**config.mk**
```make
export PLATFORM = sky130hd
export DESIGN_NAME = pixel_stream_sink
export DESIGN_NICKNAME = d
export VERILOG_FILES = /design/src/rtl/pixel_stream_sink.sv
export SDC_FILE = /design/constraint.sdc
export NUM_CORES = 1
export LEC_CHECK = 0
export CAP_MARGIN = 30
export CORE_MARGIN = 2
export CORE_UTILIZATION = 57
export CTS_BUF_LIST = sky130_fd_sc_hd__clkbuf_4 sky130_fd_sc_hd__clkbuf_8 sky130_fd_sc_hd__clkbuf_16
export CTS_CLUSTER_DIAMETER = 100
export DETAILED_ROUTE_END_ITERATION = 12
export GPL_ROUTABILITY_DRIVEN = 0
export PLACE_DENSITY_LB_ADDON = 0.1
export SLEW_MARGIN = 0
export SYNTH_ARGS = -nofsm -noshare
export SYNTH_HDL_FRONTEND = slang
export SYNTH_SLANG_ARGS = --single-unit
```
**constraint.sdc**
```tcl
create_clock -name clk -period 3.6 [get_ports clk]
set_clock_uncertainty 0.15 [all_clocks]
set_input_delay 0.54 -clock clk [delete_from_list [all_inputs] [get_ports clk]]
set_output_delay 0.54 -clock clk [all_outputs]
set_load 0.05 [all_outputs]
```
**src/rtl/pixel_stream_sink.sv**
```systemverilog
// Pixel stream sink: packs raster pixels into a frame-buffer write port and
// scans the buffer out as 800x600 VGA. Optional macro PIX_BORDER_EN adds a white frame.
module pixel_stream_sink #(
    parameter int IMG_ROW = 540,
    parameter int IMG_COL = 540,
    parameter int H_ACT   = 800,
    parameter int H_FP    = 40,
    parameter int H_SYNC  = 128,
    parameter int H_BP    = 88,
    parameter int V_ACT   = 600,
    parameter int V_FP    = 1,
    parameter int V_SYNC  = 4,
    parameter int V_BP    = 23
) (
    input  logic        clk,
    input  logic        rst_n,
    input  logic [7:0]  pixel_i,
    input  logic        pixel_en_i,
    input  logic        frame_clr_i,
    output logic        wr_en_o,
    output logic [18:0] wr_addr_o,
    output logic [7:0]  wr_data_o,
    output logic [18:0] rd_addr_o,
    input  logic [7:0]  rd_data_i,
    output logic [3:0]  vga_r_o,
    output logic [3:0]  vga_g_o,
    output logic [3:0]  vga_b_o,
    output logic        hsync_o,
    output logic        vsync_o,
    output logic        frame_done_o,
    output logic [9:0]  cnt_row_o,
    output logic        drop_o
);

    // state | meaning
    // IDLE  | waiting for the first pixel of a frame
    // RECV  | storing pixels in raster order
    // DONE  | full frame stored, further pixels dropped
    typedef enum logic [1:0] {IDLE, RECV, DONE} wr_state_t;

    localparam int H_TOT = H_ACT + H_FP + H_SYNC + H_BP;
    localparam int V_TOT = V_ACT + V_FP + V_SYNC + V_BP;

    localparam logic [10:0] H_LAST   = 11'(H_TOT - 1);
    localparam logic [10:0] H_IMG    = 11'(IMG_COL);
    localparam logic [10:0] H_ACT_L  = 11'(H_ACT);
    localparam logic [10:0] H_SYNC_S = 11'(H_ACT + H_FP);
    localparam logic [10:0] H_SYNC_E = 11'(H_ACT + H_FP + H_SYNC - 1);
    localparam logic [9:0]  V_LAST   = 10'(V_TOT - 1);
    localparam logic [9:0]  V_IMG    = 10'(IMG_ROW);
    localparam logic [9:0]  V_ACT_L  = 10'(V_ACT);
    localparam logic [9:0]  V_SYNC_S = 10'(V_ACT + V_FP);
    localparam logic [9:0]  V_SYNC_E = 10'(V_ACT + V_FP + V_SYNC - 1);
    localparam logic [9:0]  COL_LAST = 10'(IMG_COL - 1);
    localparam logic [9:0]  ROW_LAST = 10'(IMG_ROW - 1);

    wr_state_t   state_q, state_d;
    logic [9:0]  col_q, row_q;
    logic [18:0] addr_q;
    logic        accept, clear, last_pix;
    logic        wr_en_q, drop_q;
    logic [18:0] wr_addr_q;
    logic [7:0]  wr_data_q;

    assign last_pix = (row_q == ROW_LAST) && (col_q == COL_LAST);

    always_comb begin
        state_d = state_q;
        accept  = 1'b0;
        clear   = 1'b0;
        case (state_q)
            IDLE: begin
                if (pixel_en_i) begin
                    accept  = 1'b1;
                    state_d = RECV;
                end
            end
            RECV: begin
                if (frame_clr_i) begin
                    clear   = 1'b1;
                    state_d = IDLE;
                end else if (pixel_en_i) begin
                    accept = 1'b1;
                    if (last_pix) state_d = DONE;
                end
            end
            DONE: begin
                if (frame_clr_i) begin
                    clear   = 1'b1;
                    state_d = IDLE;
                end
            end
            default: state_d = IDLE;
        endcase
    end

    always_ff @(posedge clk or negedge rst_n) begin
        if (!rst_n) state_q <= IDLE;
        else        state_q <= state_d;
    end

    // The last pixel leaves row/col parked on the final position, which gives
    // the saturated row readout in DONE for free.
    always_ff @(posedge clk or negedge rst_n) begin
        if (!rst_n) begin
            col_q  <= '0;
            row_q  <= '0;
            addr_q <= '0;
        end else if (clear) begin
            col_q  <= '0;
            row_q  <= '0;
            addr_q <= '0;
        end else if (accept && !last_pix) begin
            addr_q <= addr_q + 19'd1;
            if (col_q == COL_LAST) begin
                col_q <= '0;
                row_q <= row_q + 10'd1;
            end else begin
                col_q <= col_q + 10'd1;
            end
        end
    end

    always_ff @(posedge clk or negedge rst_n) begin
        if (!rst_n) begin
            wr_en_q   <= 1'b0;
            wr_addr_q <= '0;
            wr_data_q <= '0;
            drop_q    <= 1'b0;
        end else begin
            wr_en_q <= accept;
            drop_q  <= pixel_en_i && !accept;
            if (accept) begin
                wr_addr_q <= addr_q;
                wr_data_q <= pixel_i;
            end
        end
    end

    assign wr_en_o      = wr_en_q;
    assign wr_addr_o    = wr_addr_q;
    assign wr_data_o    = wr_data_q;
    assign drop_o       = drop_q;
    assign frame_done_o = (state_q == DONE);
    assign cnt_row_o    = row_q;

    logic [10:0] h_q;
    logic [9:0]  v_q;
    logic        h_wrap, v_wrap, in_img, hs_raw, vs_raw;
    logic [18:0] rd_cnt_q, rd_addr_q;
    logic [2:0]  hs_pipe, vs_pipe;
    logic [1:0]  in_img_pipe;
    logic [3:0]  pix_q;
    logic        unused_rd_lsb;

    assign h_wrap        = (h_q == H_LAST);
    assign v_wrap        = (v_q == V_LAST);
    assign in_img        = (h_q < H_IMG) && (v_q < V_IMG);
    assign hs_raw        = (h_q >= H_SYNC_S) && (h_q <= H_SYNC_E);
    assign vs_raw        = (v_q >= V_SYNC_S) && (v_q <= V_SYNC_E);
    assign unused_rd_lsb = ^rd_data_i[3:0];

    always_ff @(posedge clk or negedge rst_n) begin
        if (!rst_n) begin
            h_q <= '0;
            v_q <= '0;
        end else begin
            h_q <= h_wrap ? 11'd0 : h_q + 11'd1;
            if (h_wrap) v_q <= v_wrap ? 10'd0 : v_q + 10'd1;
        end
    end

    // rd_addr only follows the read counter inside the image, so it never
    // leaves the frame-buffer range during blanking.
    always_ff @(posedge clk or negedge rst_n) begin
        if (!rst_n) begin
            rd_cnt_q  <= '0;
            rd_addr_q <= '0;
        end else begin
            if (h_wrap && v_wrap) rd_cnt_q <= '0;
            else if (in_img)      rd_cnt_q <= rd_cnt_q + 19'd1;
            if (in_img) rd_addr_q <= rd_cnt_q;
        end
    end

`ifdef PIX_BORDER_EN
    logic       border_raw;
    logic [1:0] border_pipe;

    assign border_raw = (h_q < H_ACT_L) && (v_q < V_ACT_L) && (h_q <= H_IMG) && (v_q <= V_IMG)
                        && ((h_q == H_IMG) || (v_q == V_IMG));

    always_ff @(posedge clk or negedge rst_n) begin
        if (!rst_n) border_pipe <= '0;
        else        border_pipe <= {border_pipe[0], border_raw};
    end
`endif

    always_ff @(posedge clk or negedge rst_n) begin
        if (!rst_n) begin
            hs_pipe     <= '0;
            vs_pipe     <= '0;
            in_img_pipe <= '0;
            pix_q       <= '0;
        end else begin
            hs_pipe     <= {hs_pipe[1:0], hs_raw};
            vs_pipe     <= {vs_pipe[1:0], vs_raw};
            in_img_pipe <= {in_img_pipe[0], in_img};
            if (in_img_pipe[1])
                pix_q <= rd_data_i[7:4];
`ifdef PIX_BORDER_EN
            else if (border_pipe[1])
                pix_q <= 4'hF;
`endif
            else
                pix_q <= 4'h0;
        end
    end

    assign rd_addr_o = rd_addr_q;
    assign vga_r_o   = pix_q;
    assign vga_g_o   = pix_q;
    assign vga_b_o   = pix_q;
    assign hsync_o   = hs_pipe[2];
    assign vsync_o   = vs_pipe[2];

endmodule

```
Word-level counts from Yosys, hierarchy flattened
Index checks and enable logic that the tools add are counted.
{ "op_classes": {"add_sub_neg": 6, "magnitude_cmp": 6, "eq_ne": 10, "muxes": 24, "reduce_logical": 16} }
{ "ops": {"columns": ["cell", "count"], "rows": [
  ["19-bit two-way mux", 4],
  ["10-bit two-way mux", 7],
  ["19-bit by 1-bit adder with 19-bit output (second input constant)", 2],
  ["10-bit by 1-bit adder with 10-bit output (second input constant)", 3],
  ["10-bit == test (second input constant)", 3],
  ["11-bit by 1-bit adder with 11-bit output (second input constant)", 1],
  ["11-bit == test (second input constant)", 1],
  ["11-bit by 10-bit greater-or-equal comparator with 1-bit output (second input constant)", 1],
  ["11-bit by 10-bit <= comparator with 1-bit output (second input constant)", 1],
  ["11-bit by 10-bit less-than comparator with 1-bit output (second input constant)", 1],
  ["11-bit two-way mux", 1],
  ["10-bit greater-or-equal comparator (second input constant)", 1],
  ["10-bit <= comparator (second input constant)", 1],
  ["10-bit less-than comparator (second input constant)", 1],
  ["2-bit two-way mux", 5],
  ["1-bit logical AND", 7],
  ["3-bit != test (second input constant)", 2],
  ["2-bit one-hot mux with 3 select lines", 1],
  ["2-bit nonzero test", 3],
  ["1-bit two-way mux", 4],
  ["4-bit two-way mux", 1],
  ["2-bit != test (second input constant)", 2],
  ["4-bit AND reduction", 1],
  ["2-bit by 1-bit == test with 1-bit output (second input constant)", 1],
  ["6 further kinds", 7]
]} }
{ "word_totals": {"regBits": 141} }

Depth between registers and ports, before layout
Gate-level depths: netlist of run 1.
{ "logic_depth": {"ltp_word": 6, "depth_mapped": 9, "mapped_depth_nobuf": 8} }

Worst setup path before layout of run 1
Ideal clock, no wire load.
{ "synth_timing": {"path_kind": "reg-to-reg", "from": "register row_q[0], in the netlist cnt_row_o[0]", "to": "register state_q[0]", "setup_ps": 68, "t_arrival_ps": 2304, "required_ps": 3382, "slack_ps": 1078, "stages_incl_launch_ff": 8, "n_path_buf": 1, "period_less_slack_ps": 2522, "cell_sequence": "dfrtp_1 -> ha_1 -> nor4bb_1 -> and3_1 -> clkbuf_1 -> nand3_1 -> a211o_1 -> nand3_1"} }
{ "synth_between": {"elab_chain_len": 4} }
{ "synth_lines": {"columns": ["item", "line", "rtl"], "rows": [
  ["start, declared", "58", "logic [9:0] col_q, row_q;"],
  ["start signal, assigned", "117", "row_q <= row_q + 10'd1;"],
  ["10-bit == test", "65", "assign last_pix = (row_q == ROW_LAST) && (col_q == COL_LAST);"],
  ["1-bit logical AND", "65", null],
  ["3-bit != test (no line)", null, null],
  ["4-bit AND reduction (no line)", null, null],
  ["end signal, assigned", "99", "else state_q <= state_d;"],
  ["end, declared", "57", "wr_state_t state_q, state_d;"]
]} }
Every way passes these cells.
A chain may end at the register's enable or synchronous reset.

Worst setup path in the final report of run 1
{ "layout_timing": {"from": "register h_q[5]", "to": "register rd_cnt_q[17]"} }
{ "layout_between": {"elab_chain_len": 3, "word_cells_on_any_way": 6, "cone_classes": "order compare: 1; eq/ne: 1; mux: 1; reduce/logical: 3"} }
{ "layout_lines": {"columns": ["item", "line", "rtl"], "rows": [
  ["start, declared", "147", "logic [10:0] h_q;"],
  ["start signal, assigned", "168", "h_q <= h_wrap ? 11'd0 : h_q + 11'd1;"],
  ["11-bit by 10-bit less-than comparator with 1-bit output or 11-bit == test (tied branches)", "158, 156", null],
  ["1-bit logical AND, on equally long branches", "158, 180", null],
  ["2-bit nonzero test (no line) or 19-bit two-way mux (tied branches)", null, null],
  ["end signal, assigned", "181", "else if (in_img) rd_cnt_q <= rd_cnt_q + 19'd1;"],
  ["end, declared", "150", "logic [18:0] rd_cnt_q, rd_addr_q;"]
]} }
Several ways; a longest one is shown, not always the timed one.

==> results of run 1 <==
state kept, by name, indices dropped and copies added, names as in the netlist, 4 cells and up:
| signal | flops |
|---|---|
| wr_addr_o | 19 |
| v_q | 10 |
| cnt_row_o | 10 |
| rd_cnt_q | 19 |
| wr_data_o | 8 |
| vga_b_o | 4 |
| rd_addr_o | 19 |
| addr_q | 19 |
| col_q | 10 |
| h_q | 11 |
per-layer routing:
layer  track usage [%]  part of all wire, %  wire [µm]  vias up
met5                 0                    0          0        -
met4             9.877                  1.4        194        0
met3             5.796                  3.4        478       17
met2             41.79                   52       7374       94
met1             30.22                   44       6204     2557
li1                  -                    -          -     2517
per-stage QoR:
step / instance area [µm²] / utilization [%] / power, mW
floorplan: 6553 / - / 2.329
global placement: 7505 / 66.29 / 2.598
global route: 8103 / 71.57 / 4.538
detailed placement: 7505 / 66.29 / 2.621
finish: 8103 / 71.57 / 4.357
CTS: 8103 / 71.57 / 4.389
cells in the mapped netlist (5+ instances only):
cell type and count:
sky130_fd_sc_hd__nand2_1 155, sky130_fd_sc_hd__dfrtp_1 141, sky130_fd_sc_hd__nor2_1 34, sky130_fd_sc_hd__o21ai_0 31
sky130_fd_sc_hd__a21oi_1 27, sky130_fd_sc_hd__nand3_1 26, sky130_fd_sc_hd__clkbuf_1 25, sky130_fd_sc_hd__inv_1 21
sky130_fd_sc_hd__xnor2_1 21, sky130_fd_sc_hd__nand4_1 20, sky130_fd_sc_hd__o31ai_1 15, sky130_fd_sc_hd__ha_1 13
sky130_fd_sc_hd__nor3_1 13, sky130_fd_sc_hd__or4_1 11, sky130_fd_sc_hd__xor2_1 10, sky130_fd_sc_hd__and2_1 9
sky130_fd_sc_hd__nor4_1 9, sky130_fd_sc_hd__or3_1 9, sky130_fd_sc_hd__and3_1 8, sky130_fd_sc_hd__buf_4 8
sky130_fd_sc_hd__a211oi_1 6, sky130_fd_sc_hd__mux2i_1 6, sky130_fd_sc_hd__and4_1 5, sky130_fd_sc_hd__o211ai_1 5
power groups by stage:
stage	registers (mW)	clock network [mW]	logic [mW]
floorplan	2.02	0	0.308
global placement	1.79	0	0.812
detailed placement	1.79	0	0.832
CTS	1.76	1.79	0.833
global route	1.78	1.87	0.896
finish	1.76	1.77	0.828
cell usage in the layout (no fill, tap or decap), types with 15 or more instances in the layout:
cell and n:
sky130_fd_sc_hd__xnor2_1 21, sky130_fd_sc_hd__nand4_1 20, sky130_fd_sc_hd__clkbuf_16 17, sky130_fd_sc_hd__a21oi_1 27, sky130_fd_sc_hd__inv_1 21, sky130_fd_sc_hd__clkdlybuf4s50_1 87
sky130_fd_sc_hd__dfrtp_1 141, sky130_fd_sc_hd__nor2_1 34, sky130_fd_sc_hd__nand3_1 26, sky130_fd_sc_hd__o21ai_0 31, sky130_fd_sc_hd__o31ai_1 15, sky130_fd_sc_hd__nand2_1 155
cells by family (layout without fill, tap and decap cells):
logic type,Yosys count,in the layout,synth area share (%)
flops,141,141,53.85
compound gates,113,113,10.87
buf+inv,61,150,4.239
xor+xnor,31,31,4.144
fa+ha+maj,13,13,2.482
simple gates,317,317,23.33
mux,7,7,1.088
layout make-up:
type | instances | area (µm²) | area share, %
flip-flops and latches | 141 | 3528 | 43.55
clock buffers | 17 | 425.4 | 5.250
well taps | 143 | 178.9 | 2.208
multi-input cells | 481 | 2756 | 34.02
repair buffers | 97 | 962.2 | 11.87
inverters | 21 | 78.83 | 0.9728
clock inverters | 15 | 172.7 | 2.131
worst min path at each step:
stage	start	to	slack, ns	cells after the start
detailed placement	in_img_pipe[0]	in_img_pipe[1]	0.18	0
CTS	rst_n	cnt_row_o[3]	0.02	1
global placement	hs_pipe[0]	hs_pipe[1]	0.18	0
finish	rst_n	col_q[4]	-0.02	1
global route	rst_n	cnt_row_o[3]	0.05	1
floorplan	rst_n	addr_q[0]	0.09	0
==> out/summary.md, run 1 <==
The run finished, with violations left. The checks that failed: negative hold slack. Entering global routing, the biggest net connects 77 pins.

Per report_power, the clock group accounts for 40.5% of the total. Once detail routing completed, the nets flagged for antenna violations numbered 0. The post-route netlist has 6.995% of its cells at a drive strength greater than 1.

The post-synthesis net count was 716; the wire length of the first global-routing pass was 24610 µm. The cell area that synthesis handed to floorplanning was 6553 µm². The async set or reset register ratio after synthesis came out at 100.0%. The final layout contains 792 nets.

The die covers 12370 µm². Walking the worst path, the cells encountered are nor4_1 > a21boi_0 > or3_1 > buf_4 > or4_1 > a21oi_1. The logs give 14250 µm for the total wirelength of the detailed-routed design and 0.3541 GHz for the peak clock frequency supported by timing.

The transition at the pin with the smallest max-transition slack is 0.8882 ns, and the max-slew violation count is 0. The post-cts repair resize count was 0. After synthesis, the netlist uses 57 different library cells. Combinational cells account for 19.0% of the total power.

The tools report the starting density of the core as 57.88%. TritonCTS built the clock tree. Before CTS, the worst setup slack after placement is 0.6223 ns. Of all cell types, the one taking the most synthesized area is sky130_fd_sc_hd__dfrtp_1.

After synthesis the netlist holds a flip-flop and latch count of 141. The logs give 0 for the initial antenna violation count and 93 for the I/O pin total. The run gives 11320 µm² as the area of the core. The internal power of the cells totals 3.026 mW.

For the worst reg-to-reg setup slack, the log shows 0.78 ns. 0 antenna diodes ended up in the layout. After clock tree synthesis, the clock-pin slew on the worst setup and hold paths is 0.06 ns. At the worst endpoint, the arrival time is 3.03 ns. In this run the worst setup path begins at h_q[5].

Across the VDD grid, the largest voltage drop is 0.0005302 V. The master cell of the clock root buffer was sky130_fd_sc_hd__clkbuf_16. Power spread over the standard cell area amounts to 537.8 nW/µm². The worst setup path is captured at a flip-flop. In this run the deepest clock path goes through 2 buffers. Max capacitance violation total: 0. Among cell families on the critical path, the largest total delay comes from simple AND/OR/NAND/NOR gates.

The logs give 16 for the number of hold violations in the final report and 0 for the total of endpoints with negative setup slack in the final report. The first routing iteration left 267 violations. Number of clock sinks seen by CTS: 141. The switching power as a share of total power was 30.55%. The run gives 0 as the number of hold buffers added after cts.

The cell count after synthesis came out at 683. The routed design could run at a clock period as short as 2.824 ns. The final instance count without filler cells was 915. Ranked by total cell area, the synthesized netlist is headed by sky130_fd_sc_hd__dfrtp_1 (54%), sky130_fd_sc_hd__nand2_1 (8.9%), sky130_fd_sc_hd__xnor2_1 (2.8%), sky130_fd_sc_hd__ha_1 (2.5%), sky130_fd_sc_hd__o21ai_0 (2.4%). Dividing the final minimum period by the clock period gives 78.46%. The count of buffering cells on the critical path with inverters included is 1, and the wire length per cell after detailed routing is 15.57 µm. The tools report the setup total negative slack as 0 ns. Clock latency of the later-clocked register in the worst-skew pair: 0.43 ns. Worst flop-to-flop path endpoint: rd_cnt_q[17].

The total of fill cells in the finished design is 872. Setup repair after global routing left no endpoint under its margin. Launch point of the worst reg-to-reg path: h_q[5].

Class of the tightest hold or removal check: in2async. The synthesized design devotes to its leading area cell type 53.85% of total area. The flip-flop cell with the highest count after synthesis was sky130_fd_sc_hd__dfrtp_1. STA puts the critical path data required time at 3.81 ns. In this run, CTS created clock tree buffers numbering 17. The most critical setup path has its endpoint at rd_cnt_q[17]. Longest individual stage delay on the worst path: 0.53 ns. The power spent charging and discharging nets is 1.331 mW, and the proportion of synthesized chip area in sequential cells is 53.85%.

Setup slack on the critical path of the routed design comes to 0.7756 ns. After detailed routing, the number of remaining DRC violations is 0. Once detailed placement completed, the half-perimeter wirelength came to 9471 µm. The sequential share of power is 40.5%.

The critical path runs through a total of 6 cells. The tools report the tightest hold margin as -0.01777 ns. The number of global-route vias before repair was 5254; the count of cells along the worst register-to-register path was 6. Dividing the detail-routed via count by the number of cells gives 5.667. Count of warnings emitted by yosys: 0. The die extent in y works out to 111.2 µm. Once the clock tree was built, the setup fixing pass inserted 0 buffers. STA classifies the critical path startpoint as a flip-flop. The tools report the sum of overflow across all layers after global routing as 0. The final route contains 5185 vias. Averaged over all synthesized cells, the footprint is 9.594 µm². In this run the horizontal extent of the chip is 111.2 µm.

The critical path start-end classification is reg2reg. For this design, the slowest cell found on the critical path is sky130_fd_sc_hd__or4_1. Of all nets on the critical path, the largest fanout is 33. The deepest level of the CTS H-tree is 4, and the number of enable flip-flop cells after synthesis is 0. The layout overhead on the synthesized area is 23.66%, and the worst slew margin relative to its limit is 40.24%. Once placement completed, the tool counted placed cells totaling 883.

Row generation in the floorplan step produced 39 rows. Global routing used 24.52% of the available tracks. For this design the static power due to leakage is 3.570 nW.

For this run, the detailed router's first-pass iteration total came to 4. During placement, the flow inserted port buffers numbering 88.
(Power assumes the default switching activity.)
==> run 2, diff against run 1 <==
--- a/config.mk
+++ b/config.mk
@@ -7,7 +7,7 @@
 export LEC_CHECK = 0
 export CAP_MARGIN = 30
 export CORE_MARGIN = 2
-export CORE_UTILIZATION = 57
+export CORE_UTILIZATION = 49
 export CTS_BUF_LIST = sky130_fd_sc_hd__clkbuf_4 sky130_fd_sc_hd__clkbuf_8 sky130_fd_sc_hd__clkbuf_16
 export CTS_CLUSTER_DIAMETER = 100
 export DETAILED_ROUTE_END_ITERATION = 12
==> constraint.sdc (replaced) <==
create_clock -name clk -period 2.4 [get_ports clk]
set_clock_uncertainty 0.15 [all_clocks]
set_input_delay 0.36 -clock clk [delete_from_list [all_inputs] [get_ports clk]]
set_output_delay 0.36 -clock clk [all_outputs]
set_load 0.05 [all_outputs]
==> run 2 against run 1 <==
  * The flow now finishes without violations
  * Die area grew 16%
  * Combinational power increased by 62%
  * Sequential power is 51% higher
  * Fmax up 19%
  * Count of clock-buffer cells in the layout grew 3
  * Final cell count up 8.5%
==> out/summary.md, run 2 (synthesis results as in run 1) <==
The residual DRC count was 0 (unchanged); the max capacitance violation total was 0 (unchanged). Endpoint arrival time on the critical path: 2.59 ns (-0.44 ns). The clock-pin transition on the worst setup and hold timing paths was 0.06 ns (about the same); the number of buffers inserted during clock tree synthesis was 17 (unchanged). Transition at the pin with the smallest max-transition slack: 0.5440 ns (-0.3443 ns).

Setup repair after global routing could not meet its margin everywhere. The signal on the critical path passes through or2_1 > o41a_1 > or4_4 > or4_1 > a21oi_1. The wire length of the first global-routing pass is 25340 µm (+3.0%), and the area of all sequential standard cells is 3531 µm² (about the same).

For the pin count of the biggest net entering global routing, the log shows 56 (-27%). The share of the clock period used by the worst path is 99.27% (+21 points), and the estimated wirelength of the detail-placed design is 10280 µm (+8.6%). The run finished with clean final reports. The power after layout was 6.614 mW (+52%). The area of the die is 14310 µm² (+16%), and the row count is 42 (+7.7%). The logs give 3.823 nW (+7.1%) for the cell leakage power and 0 (unchanged) for the max-slew violation count. The worst setup path is of the reg2reg kind.

The run gives 39.7% (-0.8 points) as the clock power share. Switching power as a share of total power: 30.68% (+0.13 points). The internal power consumption came out at 4.584 mW (+51%).

The global-route usage over all layers is 22.09% (-2.4 points). The count of vias placed by the detailed router came out at 5396 (+4.1%). The maximum clock path buffer count is 2 (unchanged), and the deepest level of the CTS H-tree is 4 (unchanged). Nature of the critical path startpoint: a flip-flop. The shortest clock period the worst path allows after layout is 2.383 ns (-0.4419 ns), and the pre-CTS worst setup slack is -0.1051 ns (-0.7274 ns). The required time of the worst setup path is 2.60 ns (-1.21 ns), and the worst IR drop on VDD is 0.0004708 V (-11%). The logs give 0 (unchanged) for the number of nets with antenna violations after routing and 401 (+50%) for the initial DRC count.

The standard cell with the maximum stage delay on the critical path is sky130_fd_sc_hd__or4_4. The number of nets in the final layout was 837 (+5.7%). The top fanout value on the critical path was 11 (-67%); the final instance count without filler cells was 993 (+8.5%). The area of the core was 13140 µm² (+16%); the peak clock frequency supported by timing was 0.4197 GHz (+19%). The total of fill cells in the finished design was 1055 (+21%); the power spent charging and discharging nets was 2.029 mW (+52%). The logs give 2838 µm² (+3.0%) for the multi-input combinational cell area and 0.01743 ns (-0.7581 ns) for the final worst slack. The run gives 141 (unchanged) as the number of clock sinks seen by CTS. TritonCTS built the clock tree. The worst setup path is captured at a flip-flop.

The logs give 0.1971 ns (+0.2149 ns) for the tightest hold margin and 40.0% (-0.5 points) for the sequential share of power. Starting density of the core: 49.88% (-8.0 points). Wire length per cell after detailed routing: 15.11 µm (-3.0%). The number of hold violations in the final report is 0 (-16).

The master cell of the clock root buffer was sky130_fd_sc_hd__clkbuf_16. The total placed cells including tap cells is 959 (+8.6%). The cell family contributing the most delay on the critical path is simple AND/OR/NAND/NOR gates. The detailed-router iteration count before antenna repair is 7 (+3). Leaving out fill and tap cells, the most frequent cells in the layout are sky130_fd_sc_hd__nand2_1 (155), sky130_fd_sc_hd__dfrtp_1 (139), sky130_fd_sc_hd__clkdlybuf4s50_1 (86), sky130_fd_sc_hd__buf_4 (50), sky130_fd_sc_hd__nor2_1 (34). From synthesis to final layout, the design area changed by 31.20%.

The ratio of total power to cell area is 769.3 nW/µm² (+43%), and the total of endpoints with negative setup slack in the final report is 0 (unchanged). Total wirelength of the detailed-routed design: 15010 µm (+5.3%). The count of buffering cells on the critical path with inverters included came out at 0 (-1). The x dimension of the die is 119.6 µm (+7.6%), and the share of final-layout standard cells stronger than drive strength 1 is 14.08% (+7.1 points). Sum of overflow across all layers after global routing: 0 (unchanged). The run gives 0 (unchanged) as the initial antenna violation count. The worst hold path belongs to the class reg2reg. The post-detailed-route via-to-cell ratio works out to 5.434 (-4.1%).

The run gives 5459 (+3.9%) as the number of global-route vias before repair. For the relative contribution of combinational cells to total power, the log shows 20.3% (+1.3 points). Leaving out fill and tap cells, the most frequent cell in the layout is sky130_fd_sc_hd__nand2_1. The die extent in y came out at 119.6 µm (+7.6%).

The setup total negative slack was 0 ns (unchanged); the number of port buffers was 88 (unchanged). The worst slew margin relative to its limit was 63.62% (+23 points). The longest individual stage delay on the worst path was 0.51 ns (-0.02 ns); the diode insertion count for antenna repair was 0 (unchanged). The I/O pin total is 93 (unchanged). For the clock latency of the later-clocked register in the worst-skew pair, the log shows 0.42 ns (about the same).
==> run 2: changes by cell type in the layout (fill, tap and decap cells not counted), moves of 3 or more <==
cell,change
sky130_fd_sc_hd__or4_1,-3
sky130_fd_sc_hd__a21oi_1,-3
sky130_fd_sc_hd__a21oi_2,+3
sky130_fd_sc_hd__or4_4,+3
sky130_fd_sc_hd__buf_4,+42
==> run 2: through the flow <==
| step | utilization [%] | cell area [µm²] |
|---|---|---|
| 2_1_floorplan | - | 6555 |
| 3_3_place_gp | 60.09 | 7894 |
| 3_5_place_dp | 60.09 | 7894 |
| 4_1_cts | 64.91 | 8528 |
| 5_1_grt | 65.44 | 8597 |
| 6_report | 65.44 | 8597 |
==> run 2: timing repair <==
action,4_1_cts,5_1_grt
hold endpoints to repair,36,0
gates resized for setup,8,14
setup endpoints to repair,14,30
hold buffers,1,0
buffers inserted,1,0
pin swaps,0,2
==> run 2: metal layers <==
metal | wire length [µm] | share of wire [%] | global-route usage [%] | vias up
met2 | 7860 | 52 | 37.86 | 98
met4 | 206 | 1.4 | 8.824 | 0
met5 | 0 | 0 | 0 | -
met1 | 6494 | 43 | 27.13 | 2666
met3 | 444 | 3.0 | 4.943 | 17
li1 | - | - | - | 2615
==> run 2: layout make-up <==
| class | count | share of cell area, % |
|---|---|---|
| inverter | 21 | 0.9169 |
| timing repair buffer | 142 | 15.50 |
| tap | 176 | 2.561 |
| clock buffer | 20 | 5.356 |
| multi-input combinational | 481 | 33.01 |
| sequential | 141 | 41.07 |
| clock inverter | 12 | 1.586 |
==> run 2: worst paths after layout <==
kind	endpoint	startpoint	depth (start not counted)	slack, ns
worst max-delay path	rd_cnt_q[12]	v_q[7]	5	0.02
min in group asynchronous	state_q[0]	rst_n	2	0.26
worst max register to register	rd_cnt_q[12]	v_q[7]	5	0.02
max in group asynchronous	rd_cnt_q[14]	rst_n	3	1.24
worst min register to register	vs_pipe[2]	vs_pipe[1]	0	0.20
worst min-delay path	vs_pipe[2]	vs_pipe[1]	0	0.20
==> run 2: power groups by stage <==
stage / sequential (mW) / clock [mW] / combinational (mW)
floorplan: 3.03 / 0 / 0.463
global placement: 2.68 / 0 / 1.28
detailed placement: 2.69 / 0 / 1.31
CTS: 2.65 / 2.67 / 1.32
global route: 2.67 / 2.77 / 1.44
finish: 2.65 / 2.63 / 1.34
